File: src/rtl/keystream_quantizer_if.sv
// Keystream quantizer bus: vector input side plus byte output side.
//
// Handshake semantics:
//   Input side:  tvalid is a single-cycle strobe with no back-pressure hold.
//                A vector is taken only on a rising edge where tvalid and
//                in_ready are both 1. tvalid while in_ready is 0 drops the vector.
//   Output side: key_valid/key_byte show the FIFO head. A byte is consumed on
//                a rising edge where key_valid and key_ready are both 1.
//                key_byte is stable while key_valid is 1 and the byte is not consumed.
interface keystream_quantizer_if #(
  parameter int PRECISION = 32
);
  logic                 tvalid;
  logic [PRECISION-1:0] x_next0;
  logic [PRECISION-1:0] x_next1;
  logic [PRECISION-1:0] x_next2;
  logic                 in_ready;
  logic [7:0]           key_byte;
  logic                 key_valid;
  logic                 key_ready;

  modport master (
    output tvalid, x_next0, x_next1, x_next2, key_ready,
    input  in_ready, key_byte, key_valid
  );

  modport slave (
    input  tvalid, x_next0, x_next1, x_next2, key_ready,
    output in_ready, key_byte, key_valid
  );
endinterface

File: src/rtl/keystream_quantizer.sv
// Keystream quantizer: captures three float32 chaotic state words, converts
// each one to a keystream byte (one per cycle), and queues the bytes in a
// show-ahead FIFO for the downstream consumer.
module keystream_quantizer #(
  parameter int PRECISION = 32,  // only 32 (IEEE-754 single) is supported
  parameter int DEPTH     = 8    // power of two, at least 4
) (
  input  logic                     clk,
  input  logic                     reset_n,
  keystream_quantizer_if.slave     bus,
  output logic                     overflow_err,
  output logic                     fp_exc,
  output logic                     dbg_state,   // 1 while converting
  output logic [$clog2(DEPTH):0]   dbg_count    // FIFO occupancy
);
  localparam int PTR_W = $clog2(DEPTH);
  localparam int CNT_W = PTR_W + 1;

  typedef enum logic {IDLE = 1'b0, CONV = 1'b1} state_t;

  state_t               state_q, state_d;
  logic [1:0]           idx_q, idx_d;
  logic [PRECISION-1:0] w_q [3];
  logic [PRECISION-1:0] w_d [3];
  logic [7:0]           mem_q [DEPTH];
  logic [7:0]           mem_d [DEPTH];
  logic [PTR_W-1:0]     wr_ptr_q, wr_ptr_d;
  logic [PTR_W-1:0]     rd_ptr_q, rd_ptr_d;
  logic [CNT_W-1:0]     count_q, count_d;
  logic                 in_ready_q, in_ready_d;
  logic                 ovf_q, ovf_d;
  logic                 fpx_q, fpx_d;
  logic                 push, pop;
  logic [8:0]           conv;  // {exception, byte}

  // Float32 word -> {Inf/NaN flag, byte}. The value is scaled so that
  // Q = floor(|x| * 2^16); the byte folds the 16 fractional bits together.
  function automatic logic [8:0] quantize(input logic [PRECISION-1:0] bits);
    logic [7:0]  e;
    logic [31:0] sig;
    logic [31:0] q;
    logic [8:0]  res;
    e   = bits[30:23];
    sig = {8'h00, 1'b1, bits[22:0]};
    q   = '0;
    res = '0;
    if (e == 8'd255) begin
      res = 9'h100;
    end else if (e == 8'd0 || e >= 8'd150) begin
      // denormal/zero, or an integer value whose fraction is fully shifted out
      res = '0;
    end else begin
      if (e >= 8'd134) q = sig << (e - 8'd134);
      else             q = sig >> (8'd134 - e);
      res = {1'b0, q[15:8] ^ q[7:0]};
    end
    return res;
  endfunction

  // Next-state logic: capture/convert FSM, FIFO push/pop and sticky flags.
  always_comb begin
    state_d  = state_q;
    idx_d    = idx_q;
    w_d      = w_q;
    mem_d    = mem_q;
    wr_ptr_d = wr_ptr_q;
    rd_ptr_d = rd_ptr_q;
    count_d  = count_q;
    ovf_d    = ovf_q;
    fpx_d    = fpx_q;
    push     = 1'b0;
    conv     = '0;
    pop      = (count_q != '0) && bus.key_ready;

    if (bus.tvalid && !in_ready_q) ovf_d = 1'b1;

    case (state_q)
      IDLE: begin
        if (bus.tvalid && in_ready_q) begin
          w_d[0]  = bus.x_next0;
          w_d[1]  = bus.x_next1;
          w_d[2]  = bus.x_next2;
          idx_d   = 2'd0;
          state_d = CONV;
        end
      end
      CONV: begin
        conv = quantize(w_q[idx_q]);
        push = 1'b1;
        if (conv[8]) fpx_d = 1'b1;
        if (idx_q == 2'd2) state_d = IDLE;
        else               idx_d   = idx_q + 2'd1;
      end
      default: state_d = IDLE;
    endcase

    // in_ready admission guarantees room for all three bytes, so push never overflows
    if (push) begin
      mem_d[wr_ptr_q] = conv[7:0];
      wr_ptr_d        = wr_ptr_q + PTR_W'(1);
    end
    if (pop) rd_ptr_d = rd_ptr_q + PTR_W'(1);

    case ({push, pop})
      2'b10:   count_d = count_q + CNT_W'(1);
      2'b01:   count_d = count_q - CNT_W'(1);
      default: count_d = count_q;
    endcase

    // Registered ready: next cycle is IDLE with space for a whole vector
    in_ready_d = (state_d == IDLE) && (count_d <= CNT_W'(DEPTH - 3));
  end

  // State registers; reset aborts any conversion and empties the FIFO.
  always_ff @(posedge clk or negedge reset_n) begin
    if (!reset_n) begin
      state_q    <= IDLE;
      idx_q      <= '0;
      w_q        <= '{default: '0};
      mem_q      <= '{default: '0};
      wr_ptr_q   <= '0;
      rd_ptr_q   <= '0;
      count_q    <= '0;
      in_ready_q <= 1'b0;
      ovf_q      <= 1'b0;
      fpx_q      <= 1'b0;
    end else begin
      state_q    <= state_d;
      idx_q      <= idx_d;
      w_q        <= w_d;
      mem_q      <= mem_d;
      wr_ptr_q   <= wr_ptr_d;
      rd_ptr_q   <= rd_ptr_d;
      count_q    <= count_d;
      in_ready_q <= in_ready_d;
      ovf_q      <= ovf_d;
      fpx_q      <= fpx_d;
    end
  end

  assign bus.in_ready  = in_ready_q;
  assign bus.key_valid = (count_q != '0);
  assign bus.key_byte  = (count_q != '0) ? mem_q[rd_ptr_q] : 8'h00;
  assign overflow_err  = ovf_q;
  assign fp_exc        = fpx_q;
  assign dbg_state     = (state_q == CONV);
  assign dbg_count     = count_q;
endmodule

File: src/flat_wrapper.sv
// flat-port wrapper written by rule: the top's interface ports become plain ports
module keystream_quantizer_flat 
#(
  parameter int PRECISION = 32,                                           
  parameter int DEPTH     = 8                               
)
  (clk, reset_n, overflow_err, fp_exc, dbg_state, dbg_count, bus_tvalid, bus_x_next0, bus_x_next1, bus_x_next2, bus_key_ready, bus_in_ready, bus_key_byte, bus_key_valid);
  keystream_quantizer_if #(.PRECISION(PRECISION)) bus_i ();
  input  logic clk;
  input  logic reset_n;
  output logic overflow_err;
  output logic fp_exc;
  output logic dbg_state;
  output logic [$clog2(DEPTH):0] dbg_count;
  input wire logic [$bits(bus_i.tvalid)-1:0] bus_tvalid;
  input wire logic [$bits(bus_i.x_next0)-1:0] bus_x_next0;
  input wire logic [$bits(bus_i.x_next1)-1:0] bus_x_next1;
  input wire logic [$bits(bus_i.x_next2)-1:0] bus_x_next2;
  input wire logic [$bits(bus_i.key_ready)-1:0] bus_key_ready;
  output wire logic [$bits(bus_i.in_ready)-1:0] bus_in_ready;
  output wire logic [$bits(bus_i.key_byte)-1:0] bus_key_byte;
  output wire logic [$bits(bus_i.key_valid)-1:0] bus_key_valid;
  assign bus_i.tvalid = bus_tvalid;
  assign bus_i.x_next0 = bus_x_next0;
  assign bus_i.x_next1 = bus_x_next1;
  assign bus_i.x_next2 = bus_x_next2;
  assign bus_i.key_ready = bus_key_ready;
  assign bus_in_ready = bus_i.in_ready;
  assign bus_key_byte = bus_i.key_byte;
  assign bus_key_valid = bus_i.key_valid;
  keystream_quantizer #(.PRECISION(PRECISION), .DEPTH(DEPTH)) u_core (.clk(clk), .reset_n(reset_n), .bus(bus_i), .overflow_err(overflow_err), .fp_exc(fp_exc), .dbg_state(dbg_state), .dbg_count(dbg_count));
endmodule
File: config.mk
export PLATFORM = sky130hd
export DESIGN_NAME = keystream_quantizer_flat
export DESIGN_NICKNAME = d
export VERILOG_FILES = /design/src/rtl/keystream_quantizer_if.sv /design/src/rtl/keystream_quantizer.sv /design/src/flat_wrapper.sv
export SDC_FILE = /design/constraint.sdc
export NUM_CORES = 1
export LEC_CHECK = 0
export BUFFER_PORTS_ARGS = -buffer_cell sky130_fd_sc_hd__buf_4
export CAP_MARGIN = 5
export CELL_PAD_IN_SITES_DETAIL_PLACEMENT = 1
export CELL_PAD_IN_SITES_GLOBAL_PLACEMENT = 2
export CORE_MARGIN = 4
export CORE_UTILIZATION = 39
export DETAILED_ROUTE_END_ITERATION = 10
export PLACE_DENSITY = 0.86
export SETUP_SLACK_MARGIN = 0.15
export SLEW_MARGIN = 20
export SYNTH_ARGS = -nofsm -noshare
export SYNTH_HDL_FRONTEND = slang
export SYNTH_SLANG_ARGS = --single-unit
File: constraint.sdc
create_clock -name clk -period 4.7 [get_ports clk]
set_input_delay 0.47 -clock clk [delete_from_list [all_inputs] [get_ports clk]]
set_output_delay 0.47 -clock clk [all_outputs]
set_load 0.005 [all_outputs]
==> impl_results.md <==
- Fmax: 235 MHz
- Yosys Warn Count: 0
- Clock root cell: clkbuf_16
- Tcrit/Tclk final: 90.4%
- Rows: 59
- Register area: ~4300 um2
- Largest family of logic cells by synthesized area: multiplexers
- Die Span X: 171 um
- Post CTS Setup Buffer Count: 0
- Hold crit path type: in -> reg
- Post-Syn Area: 10,400 um2
- Leading area contributor after synthesis: dfrtp_1
- DRT Pass-1 Iters: 4
- Register bit total from synthesis: 173
- Final net count: 1,156
- Global-route wire length before repair: ~46,000 um
- R2r startpoint: u_core.idx_q[1]
- H-tree depth: 4
- Share of the synthesized area in the top cell type: a little over two fifths
- Max Slew Vio Count: 0
- Gr usage total: 19.4%
- Outcome: finished, final reports clean
- Synth Area in XOR/XNOR: 1.86%
- Critical path fanouts, max: 10
- Total clock sinks: between 150 and 200
- Compound-gate portion of the synthesized area: 16.2%
- Post-Synth Simple-Gate Area: 10.4%
- CTS tree: built
- Worst EP arrival: 4.59 ns
- Post-Layout Cell Count: 1,392
- Number of instances in the placed design: between 1,000 and 1,500
- Crit end category: flop
- Reg2reg path depth: 12
- Kind of critical path: reg -> reg
- Seq/Total Area, Yosys: 41.7%
- Crit path to: u_core.mem_q[39]
- Cells after Synth: 945
- Post-synth EDFFs: 0
- Ports: approximately 120
- Final setup margin: 0.450 ns
- CP startpoint: u_core.idx_q[1]
- Average size of a mapped cell: 11.0 um2
- Final wirelength: roughly 28,000 um
- DP HPWL: 20,600 um
- Gpl congestion: 0.902
- Setup_tns: 0 ns
- Final setup viols: 0
- GRT overflow: 0
- Critical Path RT: approximately 5 ns
- Reg-to-Reg End: u_core.mem_q[39]
- Vias in the first global route: between 8,000 and 9,000
- Syn_nets: 1,057
- Post-synthesis adder-cell area fraction: under 10%
- Synth top area cells: dfrtp_1, mux2_2, mux2i_1
- Total core area: roughly 26,000 um2
- Initial antenna violation count: 0
- Filler Cell Count: 2,869
- Proportion of layout cells with a drive suffix above 1: 32.4%
- CP startpoint kind: flop
- Unrepaired setup endpoints after global routing: false
- Worst-path clk slew: 0.07 ns
- Worst reg2reg setup slack: around 0.45 ns
- Max-cap viol count: 0
- Max-Slew Margin vs Limit: ~39%
- Die ar.: between 20,000 and 30,000 um2
- Clock buffer count from CTS: 17
- WL per Instance: slightly below 20 um
- Final hold vios: 0
- Min Tclk post-route: 4.25 ns
- Clock Tree Buf Depth: 2
- DRC: 0
- Avg Vias per Cell: roughly 5.7
- Area grow syn2layout: 16.6%
- Chip height: 171 um
- Vias: 7,909
- Post-synth ARST share: 100%
- Post-synthesis mux area share: between 20% and 30%
- Library cells used by synthesis: 89
- Post-route ant nets: 0
- Main synth FF type: dfrtp_1
- Area occupied by multi-input gates: 5750 um2
- Largest net degree at the start of global routing: 137
- Port bufs: 113
- Ant. Diodes: 0
- Iteration-0 DRC Markers: 401
- Clock Latency Late Sink: 0.43 ns
- Actual slew at the worst max-slew pin: between 0.9 and 1 ns
- Final Skew: about 0.013 ns
- Setup slack at placement: 0.465 ns
- Initial Utilization: between 30 and 40%
## worst min path at each step
stage | depth (start not counted) | endpoint | from | slack [ns]
2_1_floorplan | 0 | u_core.bus.in_ready | reset_n | 0.17
3_3_place_gp | 1 | u_core.mem_q[19] | reset_n | 0.40
3_5_place_dp | 1 | u_core.mem_q[11] | reset_n | 0.40
4_1_cts | 2 | u_core.overflow_err | bus_tvalid | 0.25
5_1_grt | 2 | u_core.w_q[78] | bus_x_next0[14] | 0.25
6_report | 2 | u_core.overflow_err | bus_tvalid | 0.27
## synth_stat cells (all sizes together), types with 20 or more instances
library cell,number
nand3,23
nor2,73
dfrtp,173
a21oi,42
nand2,73
o2bb2ai,24
mux2,114
buf,32
o21ai,52
clkbuf,20
mux2i,74
a31oi,21
mux4,24
## cells by family (layout without fill, tap and decap cells)
family	count (synthesis)	in the layout
AOI/OAI and AO/OA	227	227
xor gates and xnor gates	22	22
buffers and inverters	68	180
and+or+nand+nor	231	231
DFF	173	173
muxes	212	212
adders and majority gates	12	12
## layout by cell type (no fill, tap or decap), types with 12 or more instances in the layout
| cell | n |
|---|---|
| buf_4 | 129 |
| nand2_1 | 71 |
| o21ai_1 | 17 |
| dfrtp_1 | 171 |
| a21oi_1 | 33 |
| nand3_1 | 22 |
| o21ai_0 | 35 |
| mux2i_1 | 73 |
| inv_1 | 13 |
| a31oi_1 | 19 |
| o2bb2ai_1 | 19 |
| mux2_2 | 108 |
| xnor2_1 | 12 |
| nor2_1 | 72 |
| mux4_2 | 24 |
| clkbuf_16 | 17 |
## worst max-delay path: stages (launching register included)
cell and delay, ns:
dfrtp_2 0.50, mux2i_1 0.28, o21a_1 0.32, inv_2 0.11
ha_1 0.24, and4b_1 0.25, a21oi_4 0.28, nor4_1 0.16
a2111oi_2 0.54, nand2_1 0.29, a2111oi_1 0.79, a31oi_4 0.16
a21oi_1 0.23
## per-stage QoR
step	utilization, %	hold slack (ns)	area [um2]
floorplan	-	0.174	10400
global placement	44.1	0.399	11500
detailed placement	44.2	0.396	11500
CTS	46.3	0.253	12100
global route	46.3	0.249	12100
finish	46.3	0.268	12100
## state kept, by name, indices dropped and copies added (netlist names), 2 cells and up
signal	cells
u_core.w_q	93
u_core.mem_q	64
u_core.idx_q	2
u_core.dbg_count	4
u_core.wr_ptr_q	3
u_core.rd_ptr_q	3
## layer usage
layer | up-vias | global-route usage, % | wire, um
met2 | 125 | 33.7 | 13900
met3 | 25 | 2.96 | 834
met4 | 0 | 4.55 | 388
li1 | 3726 | - | -
met1 | 4033 | 25.7 | 12500
met5 | - | 0 | 0
## what timing repair did
action / 4_1_cts / 5_1_grt
hold endpoints to repair: 37 / 0
endpoints found under the setup margin: 0 / 8
hold buffers: 1 / 0
gates resized for setup: 0 / 3
## cell type report
cell class,instances,area share [%]
Multi-Input combinational cell,704,47.5
Clock inverter,12,0.744
Sequential cell,173,35.8
Timing Repair Buffer,132,8.34
Tap cell,335,3.46
Clock buffer,20,3.69
Inverter,16,0.496
Power is not shown: default switching activity piles up to over one toggle a cycle in this logic, so the estimate is an artifact.
